**src/rtl/onehot_decoder_seq.sv**
```systemverilog
// Binary-to-one-hot decoder with registered outputs.
// Direct mode latches a select value on load; scan mode rotates the active line with a programmable dwell.
module onehot_decoder_seq #(
  parameter  int SEL_W   = 2,
  parameter  int DWELL_W = 8,
  localparam int OUT_W   = 2**SEL_W
) (
  input  logic               clk,
  input  logic               rst,
  input  logic               e,
  input  logic               mode,
  input  logic [SEL_W-1:0]   s,
  input  logic               load,
  input  logic [DWELL_W-1:0] dwell,
  output logic [OUT_W-1:0]   y,
  output logic [SEL_W-1:0]   idx,
  output logic               wrap
);

  typedef enum logic {
    MODE_DIRECT = 1'b0,
    MODE_SCAN   = 1'b1
  } mode_e;

  localparam logic [SEL_W-1:0] LAST_IDX = SEL_W'(OUT_W - 1);

  mode_e              mode_q, mode_d;
  logic [SEL_W-1:0]   idx_q, idx_d;
  logic [DWELL_W-1:0] cnt_q, cnt_d;
  logic [OUT_W-1:0]   y_q, y_d;
  logic               wrap_q, wrap_d;

  always_comb begin
    // NOTE: every always_comb target gets a default first, so no path can infer a latch.
    mode_d = mode_q;
    idx_d  = idx_q;
    cnt_d  = cnt_q;
    wrap_d = 1'b0;
    y_d    = '0;

    if (e) begin
      mode_d = mode_e'(mode);
      if (mode) begin
        // The first scan cycle after direct mode only restarts the dwell count.
        if (mode_q == MODE_DIRECT) begin
          cnt_d = '0;
        end else if (cnt_q >= dwell) begin
          cnt_d  = '0;
          wrap_d = (idx_q == LAST_IDX);
          idx_d  = (idx_q == LAST_IDX) ? '0 : idx_q + SEL_W'(1);
        end else begin
          cnt_d = cnt_q + DWELL_W'(1);
        end
      end else begin
        cnt_d = '0;
        if (load) begin
          idx_d = s;
        end
      end
      y_d = OUT_W'(1) << idx_d;
    end
  end

  // NOTE: state updates use non-blocking assignments so every flop samples pre-edge values.
  always_ff @(posedge clk or posedge rst) begin
    if (rst) begin
      mode_q <= MODE_DIRECT;
      idx_q  <= '0;
      cnt_q  <= '0;
      y_q    <= '0;
      wrap_q <= 1'b0;
    end else begin
      mode_q <= mode_d;
      idx_q  <= idx_d;
      cnt_q  <= cnt_d;
      y_q    <= y_d;
      wrap_q <= wrap_d;
    end
  end

  assign y    = y_q;
  assign idx  = idx_q;
  assign wrap = wrap_q;

endmodule
```
**config.mk**
```make
export PLATFORM = sky130hd
export DESIGN_NAME = onehot_decoder_seq
export DESIGN_NICKNAME = d
export VERILOG_FILES = /design/src/rtl/onehot_decoder_seq.sv
export SDC_FILE = /design/constraint.sdc
export NUM_CORES = 1
export LEC_CHECK = 0
export CAP_MARGIN = 5
export CORE_MARGIN = 5
export CORE_UTILIZATION = 50
export CTS_CLUSTER_DIAMETER = 150
export DETAILED_ROUTE_END_ITERATION = 6
export GPL_ROUTABILITY_DRIVEN = 1
export PLACE_DENSITY = 0.85
export SYNTH_ARGS = -nofsm -noshare
export SYNTH_HDL_FRONTEND = slang
export SYNTH_SLANG_ARGS = --single-unit
export TNS_END_PERCENT = 1
```
**constraint.sdc**
```tcl
create_clock -name clk -period 2.3 [get_ports clk]
set_clock_uncertainty 0.05 [all_clocks]
set_input_delay 0.23 -clock clk [delete_from_list [all_inputs] [get_ports clk]]
set_output_delay 0.23 -clock clk [all_outputs]
set_load 0.02 [all_outputs]
```
Word-level counts from Yosys, hierarchy flattened
Index checks and enable logic that the tools add are counted.
- register bits after elaboration: 16
- input bits: 15
- output and inout bits: 7
- logic and storage cells: 24
- add/sub/neg operators: 2
- order comparisons: 1
- equal/unequal tests: 1
- shift-type cells: 1
- multiplexer cells: 14
- operators with widths (operator ; count):
    8-bit two-way mux ; 3
    2-bit two-way mux ; 6
    8-bit by 1-bit adder with 8-bit output, second input constant ; 1
    8-bit >= comparator ; 1
    1-bit two-way mux ; 4
    4-bit two-way mux ; 1
    1-bit by 2-bit << shifter with 4-bit output, first input constant ; 1
    2-bit by 1-bit adder with 2-bit output, second input constant ; 1
    2-bit == test, second input constant ; 1

Longest topological paths before layout
- word-level depth: 8
- gate-level depth with buffers: 9
- depth with buffers taken out: 8

Worst setup path after synthesis
OpenSTA, ideal clock, no wires.
- path type: register to register
- start: reg cnt_q[2]
- end: reg y_q[2], in the netlist y[2]
- library setup time: 0.119 ns
- data arrival time: 1.657 ns
- data required time: 2.131 ns
- path slack: 0.474 ns
- cell stages (with the launch flop): 8
- buffers on the path: 0
- clock period less this slack: 1.826 ns
- cell sequence: dfrtp_1 -> ha_1 -> a31oi_1 -> nor2b_1 -> o21ai_2 -> a2111oi_4 -> nor4b_2 -> and2_1
- cells in the longest elaborated chain, start to end: 7
- ends and longest elaborated chain (what ; RTL line ; source):
    start, declared ; 29 ; logic [DWELL_W-1:0] cnt_q, cnt_d;
    start signal, assigned ; 75 ; cnt_q <= cnt_d;
    8-bit >= comparator ; 47 ; end else if (cnt_q >= dwell) begin
    2-bit two-way mux ; 47 ;
    2-bit two-way mux ; 45 ; if (mode_q == MODE_DIRECT) begin
    2-bit two-way mux ; 43 ; if (mode) begin
    2-bit two-way mux ; 41 ; if (e) begin
    1-bit by 2-bit << shifter with 4-bit output ; 60 ; y_d = OUT_W'(1) << idx_d;
    4-bit two-way mux ; 41 ;
    net y_d[2] ; 30 ; logic [OUT_W-1:0] y_q, y_d;
    end signal, assigned ; 76 ; y_q <= y_d;
    end, declared ; 30 ;
The timed path passes the listed nets, and every way through them passes these cells. The select of a mux whose other input is x is not followed.
A chain may end at the register's enable or synchronous reset.

Final worst setup path
- start: reg cnt_q[2]
- end: reg y_q[0], in the netlist y[0]
The elaborated chain is that of the path after synthesis.

==> results.py <==
metrics = {
    "floorplan": {
        "fp.coreArea_um2": 2000,
        "io_pins": 22,
        "initial_core_util": 0.530,
        "die_y_um": 56.1,
        "die_x_um": 56.1,
        "num_rows": 16,
        "dieArea_um2": 3140,
    },
    "min_path": {
        "min_path_type": "primary input to asynchronous set/reset pin",
    },
    "timing": {
        "min_period_over_period": 0.901,
        "timing.final.crit_period_ps": 2070,
        "setup_viol": 0,
        "fin_ws_ps": 227,
        "finalSetupTns_ps": 0,
        "relSlewSlack": 0.602,
        "finalHoldViolations": 0,
        "rsz0062_at_grt": "no",
        "tightest_slew_ps": 596,
        "max_freq_ghz": 0.482,
        "finalMaxSlewViolations": 0,
    },
    "cts": {
        "ctsLongestPathBuffers": 2,
        "cts_tree": "yes",
        "clk_latency_ps": 280,
        "clock_sinks": 16,
        "cts_buffers": 3,
        "hold_buffers": 0,
        "clkTransAtPathRegs_ps": 90,
        "postCtsResizedCells": 0,
        "postCtsSetupRepairBufs": 0,
        "ctsHtreeMaxLevel": 1,
        "cts_root_buf": "clkbuf_4",
    },
    "setup_path": {
        "r2r_slack_ps": 230,
        "r2r_cells": 7,
        "worstPathRequired_ps": 2410,
        "start_kind": "register",
        "r2r-end": "y[0]",
        "cp_max_fo": 5,
        "crit_arrival_ps": 2180,
        "endpoint": "y[0]",
        "r2r-start": "cnt_q[2]",
        "crit_start": "cnt_q[2]",
        "endpoint_kind": "register",
        "critPathKind": "register to register",
    },
    "grt": {
        "track_usage": 0.156,
        "grt_pass1_vias": 959,
        "antenna_found_initial": 0,
        "overflow": 0,
        "grt_max_degree": 17,
        "grt_first_pass_wirelength_um": 3970,
    },
    "yosys": {
        "synth_top_cell_by_area": "dfrtp_1",
        "ys_seq_elements": 16,
        "synth_cells": 110,
        "async_reset_ff_frac": 1.00,
        "synth_cell_types": 37,
        "synth_ff_type": "dfrtp_1",
        "avgSynthCellArea_um2": 9.65,
        "synthTopCellsByArea": "dfrtp_1 38%, ha_1 12%, inv_1 6.4%",
        "synth_top_cell_area_share": 0.377,
        "yosys_warnings": 0,
        "synth_fp_nets": 135,
        "ys_seq_area_frac": 0.377,
        "syn-cell-area_um2": 1060,
        "synth_edf_count": 0,
    },
    "final_layout": {
        "fin_nets": 161,
        "syn2layout_area_growth_pct": 25.5,
        "n_antenna_cell": 0,
        "final_common_cell": "clkdlybuf4s50_1",
        "layout_common_cells": "21 x clkdlybuf4s50_1, 18 x inv_1, 16 x dfrtp_1",
        "fin_util": 0.665,
        "layout-drive-gt1-share": 0.119,
    },
    "power_and_ir_drop": {
        "p_leak_nw": 0.671,
        "power_density_nw_per_um2": 463,
        "max-vdd-ir-drop_v": 0.000242,
    },
    "outcome": {
        "status": "complete, no violations",
    },
    "run": {
        "cap_violations": 0,
    },
    "route": {
        "vias": 900,
        "totalWireLength_um": 2280,
        "drc": 0,
        "wl_per_cell_um": 14.2,
        "antenna_left": 0,
        "vias_per_cell": 5.59,
        "drt_iter0_drc": 11,
        "drtPass1Iterations": 5,
    },
    "placed_design": {
        "dp_slack_ps": -39.0,
        "dp_hpwl_um": 1880,
        "place.gp.congestion": 0.756,
        "numPortBuffers": 21,
    },
}
critical path: stages (launching register included):
cell	delay, ps
dfrtp_1	440
ha_1	320
a31oi_1	80
nor2b_1	210
o21ai_2	140
a2111oi_4	450
nor4b_2	100
nor2b_1	160
power breakdown:
part           leakage, nW  total [W]  switching (W)  internal [W]
Clock               0.0138   0.000147      0.0000858     0.0000608
Combinational        0.442   0.000159      0.0000798     0.0000793
Sequential           0.215   0.000311      0.0000143      0.000297
Total                0.671   0.000617       0.000180      0.000437
cell type report:
class / count / area [um^2]
repair buffers: 23 / 225
well taps: 27 / 33.8
clock buffers: 3 / 22.5
multi-input cells: 74 / 582
fillers: 171 / 671
inverters: 18 / 67.6
flip-flops and latches: 16 / 400
cells in the mapped netlist, types with 2 or more instances:
| library cell | count |
|---|---|
| o21ai_2 | 2 |
| ha_1 | 10 |
| a21o_1 | 5 |
| and3_1 | 4 |
| nor2b_1 | 3 |
| xnor2_1 | 2 |
| o22ai_1 | 3 |
| o21ai_0 | 7 |
| nand2_1 | 3 |
| nand3_1 | 2 |
| nor3b_1 | 3 |
| nor2_1 | 7 |
| mux2i_1 | 2 |
| dfrtp_1 | 16 |
| a21oi_1 | 2 |
| inv_1 | 18 |
flip-flops by register name, summed over array words and instances, names as in the netlist:
name	count
cnt_q	8
wrap	1
mode_q	1
y	4
idx	2
stage by stage:
stage	area (um^2)	hold slack (ps)	power, W	instances
after CTS	1330	279	0.000622	161
after detailed placement	1310	505	0.000477	158
after global placement	1310	479	0.000468	158
after global routing	1330	295	0.000649	161
final	1330	256	0.000617	161
after floorplan	1060	93.7	0.000404	110
kinds of logic (layout without fill, tap and decap cells):
family / Yosys count / after routing / synth area share
adders and majority gates: 10 / 10 / 0.118
muxes: 2 / 2 / 0.0189
buffers and inverters: 20 / 44 / 0.0743
and+or+nand+nor: 30 / 30 / 0.175
DFF: 16 / 16 / 0.377
xor gates and xnor gates: 2 / 2 / 0.0165
AOI/OAI and AO/OA: 30 / 30 / 0.221
how the worst min path moves through the flow:
stage	slack, ps	cells past startpoint	endpoint
finish	260	2	cnt_q[4]
global route	290	2	y[3]
CTS	280	2	y[3]
detailed placement	510	1	cnt_q[4]
global placement	480	1	cnt_q[6]
floorplan	90	1	cnt_q[0]
routing by layer:
metal  share of wire  wire (um)  GRT usage
met3           0.038         87     0.0302
met1            0.39        885      0.167
met2            0.55       1250      0.289
met5               0          0          0
met4           0.024         55     0.0712
(Power assumes the default switching activity.)
==> variant: new RTL, config.mk and constraints unchanged <==
Make the reset (`rst`) synchronous in one clocked block.
--- a/src/rtl/onehot_decoder_seq.sv
+++ b/src/rtl/onehot_decoder_seq.sv
@@ -63,5 +63,5 @@
 
   // NOTE: state updates use non-blocking assignments so every flop samples pre-edge values.
-  always_ff @(posedge clk or posedge rst) begin
+  always_ff @(posedge clk) begin
     if (rst) begin
       mode_q <= MODE_DIRECT;
Function: differs if rst is asserted again (counterexample within 4 cycles, from zero or initial values and one cycle with rst high); with rst held inactive, the same outputs for 10 cycles.
==> variant against the original RTL <==
Setup slack lost 0.080 ns. Via count grew 4.3%. Sequential power shrank 7.7%. Area after synthesis shrank 2.5%. Cell area grew 0.75%. Sequential cell count is the same. Die area shrank 2.0%. Routed wire length shrank 0.88%. Power shrank 7.2%.
==> variant: results (changes against the original RTL) <==
Cells and area
  • Non-filler cells, final: 172 (was 161)
  • Flip-flop count of the largest register after layout: 8 (unchanged)
  • Largest Register: cnt_q (unchanged)
  • Fraction of layout cells with a size suffix above 1: 14.5% (was 11.9%)
  • Fillers: 169 (was 171)
  • Antenna diodes: 0 (unchanged)

Placement
  • Placement Cell Area: 0.00131 mm2 (about the same)
  • I/O Buffers: 21 (unchanged)
  • Global placer's final weighted congestion: 0.842 (was 0.756)
  • Hpwl dp: 1840 um (was 1880 um)

Worst setup path
  • Critical-path top delay cell: a2111oi_4 (unchanged)
  • Worst R2R Start: cnt_q[0] (was cnt_q[2])
  • CP arrival: 2.32 ns (was 2.18 ns)
  • Worst stage delay on the critical path: 0.41 ns (was 0.45 ns)
  • Worst Reg-to-Reg Cells: 8 (was 7)
  • Top delay family on crit path: simple AND/OR/NAND/NOR gates (was compound AO/OA/AOI/OAI gates)
  • Crit path max fanout: 3 (was 5)
  • Worst setup path start: cnt_q[0] (was cnt_q[2])

Global routing
  • First-pass GRT wire length: 3790 um (was 3970 um)
  • Largest net degree at the start of global routing: 12 (was 17)
  • GR Util met2: 26.7% (was 28.9%)
  • GRT busiest layer: met2 (unchanged)
  • Met3 Use GR: 4.20% (was 3.02%)
  • Vias in the first global route: 902 (was 959)
  • Grt met1 use: 17.1% (was 16.7%)
  • Antenna violations before repair: 0 (unchanged)
  • Gr usage total: 15.0% (was 15.6%)

Yosys
  • Register area share after synthesis: 31.0% (was 37.7%)
  • YS warnings: 0 (unchanged)
  • FFs w/ async S/R, synth: 0% (was 100%)
  • Mux contribution to synthesized area: 4.96% (was 1.89%)
  • Net Count, Synth: 143 (was 135)
  • Post-synth top cells: dfxtp_1 (16), nor2_1 (12), inv_1 (11) (was inv_1 (18), dfrtp_1 (16), ha_1 (10))
  • Primary FF master, synth: dfxtp_1 (was dfrtp_1)
  • Synth Area in Adders: 12.1% (was 11.8%)
  • Synth Instances: 118 (was 110)
  • XOR/XNOR share of the synthesized area: 1.69% (was 1.65%)
  • Compound-Gate Fraction of Synth Area: 21.4% (was 22.1%)
  • Yosys cell types: 34 (was 37)
  • Largest cells by area after synthesis: dfxtp_1 (31%), ha_1 (12%), nor2_1 (4.4%) (was dfrtp_1 (38%), ha_1 (12%), inv_1 (6.4%))

Status
  • Status: completed (unchanged)

Timing
  • Worst-margin pin slew: 0.428 ns (was 0.596 ns)

Pwr
  • Leakage power: 0.560 nW (was 0.671 nW)
  • VDD IR-drop max: 0.369 mV (was 0.242 mV)

Clock tree
  • H-tree depth: 1 (unchanged)
  • CTS max path bufs: 2 (unchanged)
  • Clock root cell: clkbuf_4 (unchanged)
  • Total CTS buffers: 3 (unchanged)
  • Clk Latency, worst-skew pair: 0.28 ns (about the same)
  • CTS clk-pin slew, worst paths: 0.10 ns

Worst hold path
  • HP Class: register to register (was input port to asynchronous set/reset pin)
  • Hold depth: 2

Drt
  • Drt wl/cell: 13.2 um (was 14.2 um)
  • TritonRoute pass-1 iters: 4 (was 5)
  • DRT iter0 DRCs: 10 (was 11)
  • Vias per cell: 5.46 (was 5.59)
[variant: changes by cell type after synthesis, moves of 6 or more]
| cell | before | now |
|---|---|---|
| dfrtp_1 | 16 | 0 |
| dfxtp_1 | 0 | 16 |
| inv_1 | 18 | 11 |
| a21oi_1 | 2 | 8 |
| nand2_1 | 3 | 9 |
[variant: layout make-up]
type | count | area (um2) | share of cell area, %
Sequential cell | 16 | 320 | 23.9
Inverter | 11 | 41.3 | 3.08
Clock buffer | 4 | 36.3 | 2.71
Timing Repair Buffer | 26 | 248 | 18.5
Tap cell | 27 | 33.8 | 2.52
Multi-Input combinational cell | 88 | 662 | 49.3
[variant: path summary, 6_finish.rpt]
check	endpoint	slack, ns
worst max-delay path	y[2]	0.15
worst min-delay path	idx[1]	0.47
worst max register to register	y[2]	0.15
worst min register to register	idx[1]	0.47
[variant: per-stage QoR]
stage                     power [mW]  hold WS (ns)  setup WS, ns
after floorplan                0.348         0.416         0.175
after global placement         0.390         0.436       -0.0823
after detailed placement       0.394         0.450        -0.107
after CTS                      0.575         0.468         0.137
after global routing           0.602         0.506       0.00476
final                          0.573         0.475         0.147
[variant: cells by family (layout without fill, tap and decap cells)]
family          count (synthesis)  in the layout
compound gates                 26             26
xor+xnor                        2              2
fa+ha+maj                      10             10
buf+inv                        14             41
flops                          16             16
mux                             5              5
simple gates                   45             45
[variant: power breakdown]
group	leakage, nW	switching, mW	total (mW)	internal (mW)
registers	0.130	0.00444	0.287	0.282
clock network	0.0210	0.0887	0.185	0.0961
logic	0.409	0.0459	0.101	0.0552
[variant: routing by layer]
metal	part of all wire (%)	wire length, um	vias up
li1	-	-	473
met1	44	999	438
met2	51	1150	26
met3	4.7	106	2
met4	0.35	8	0
met5	0	0	-
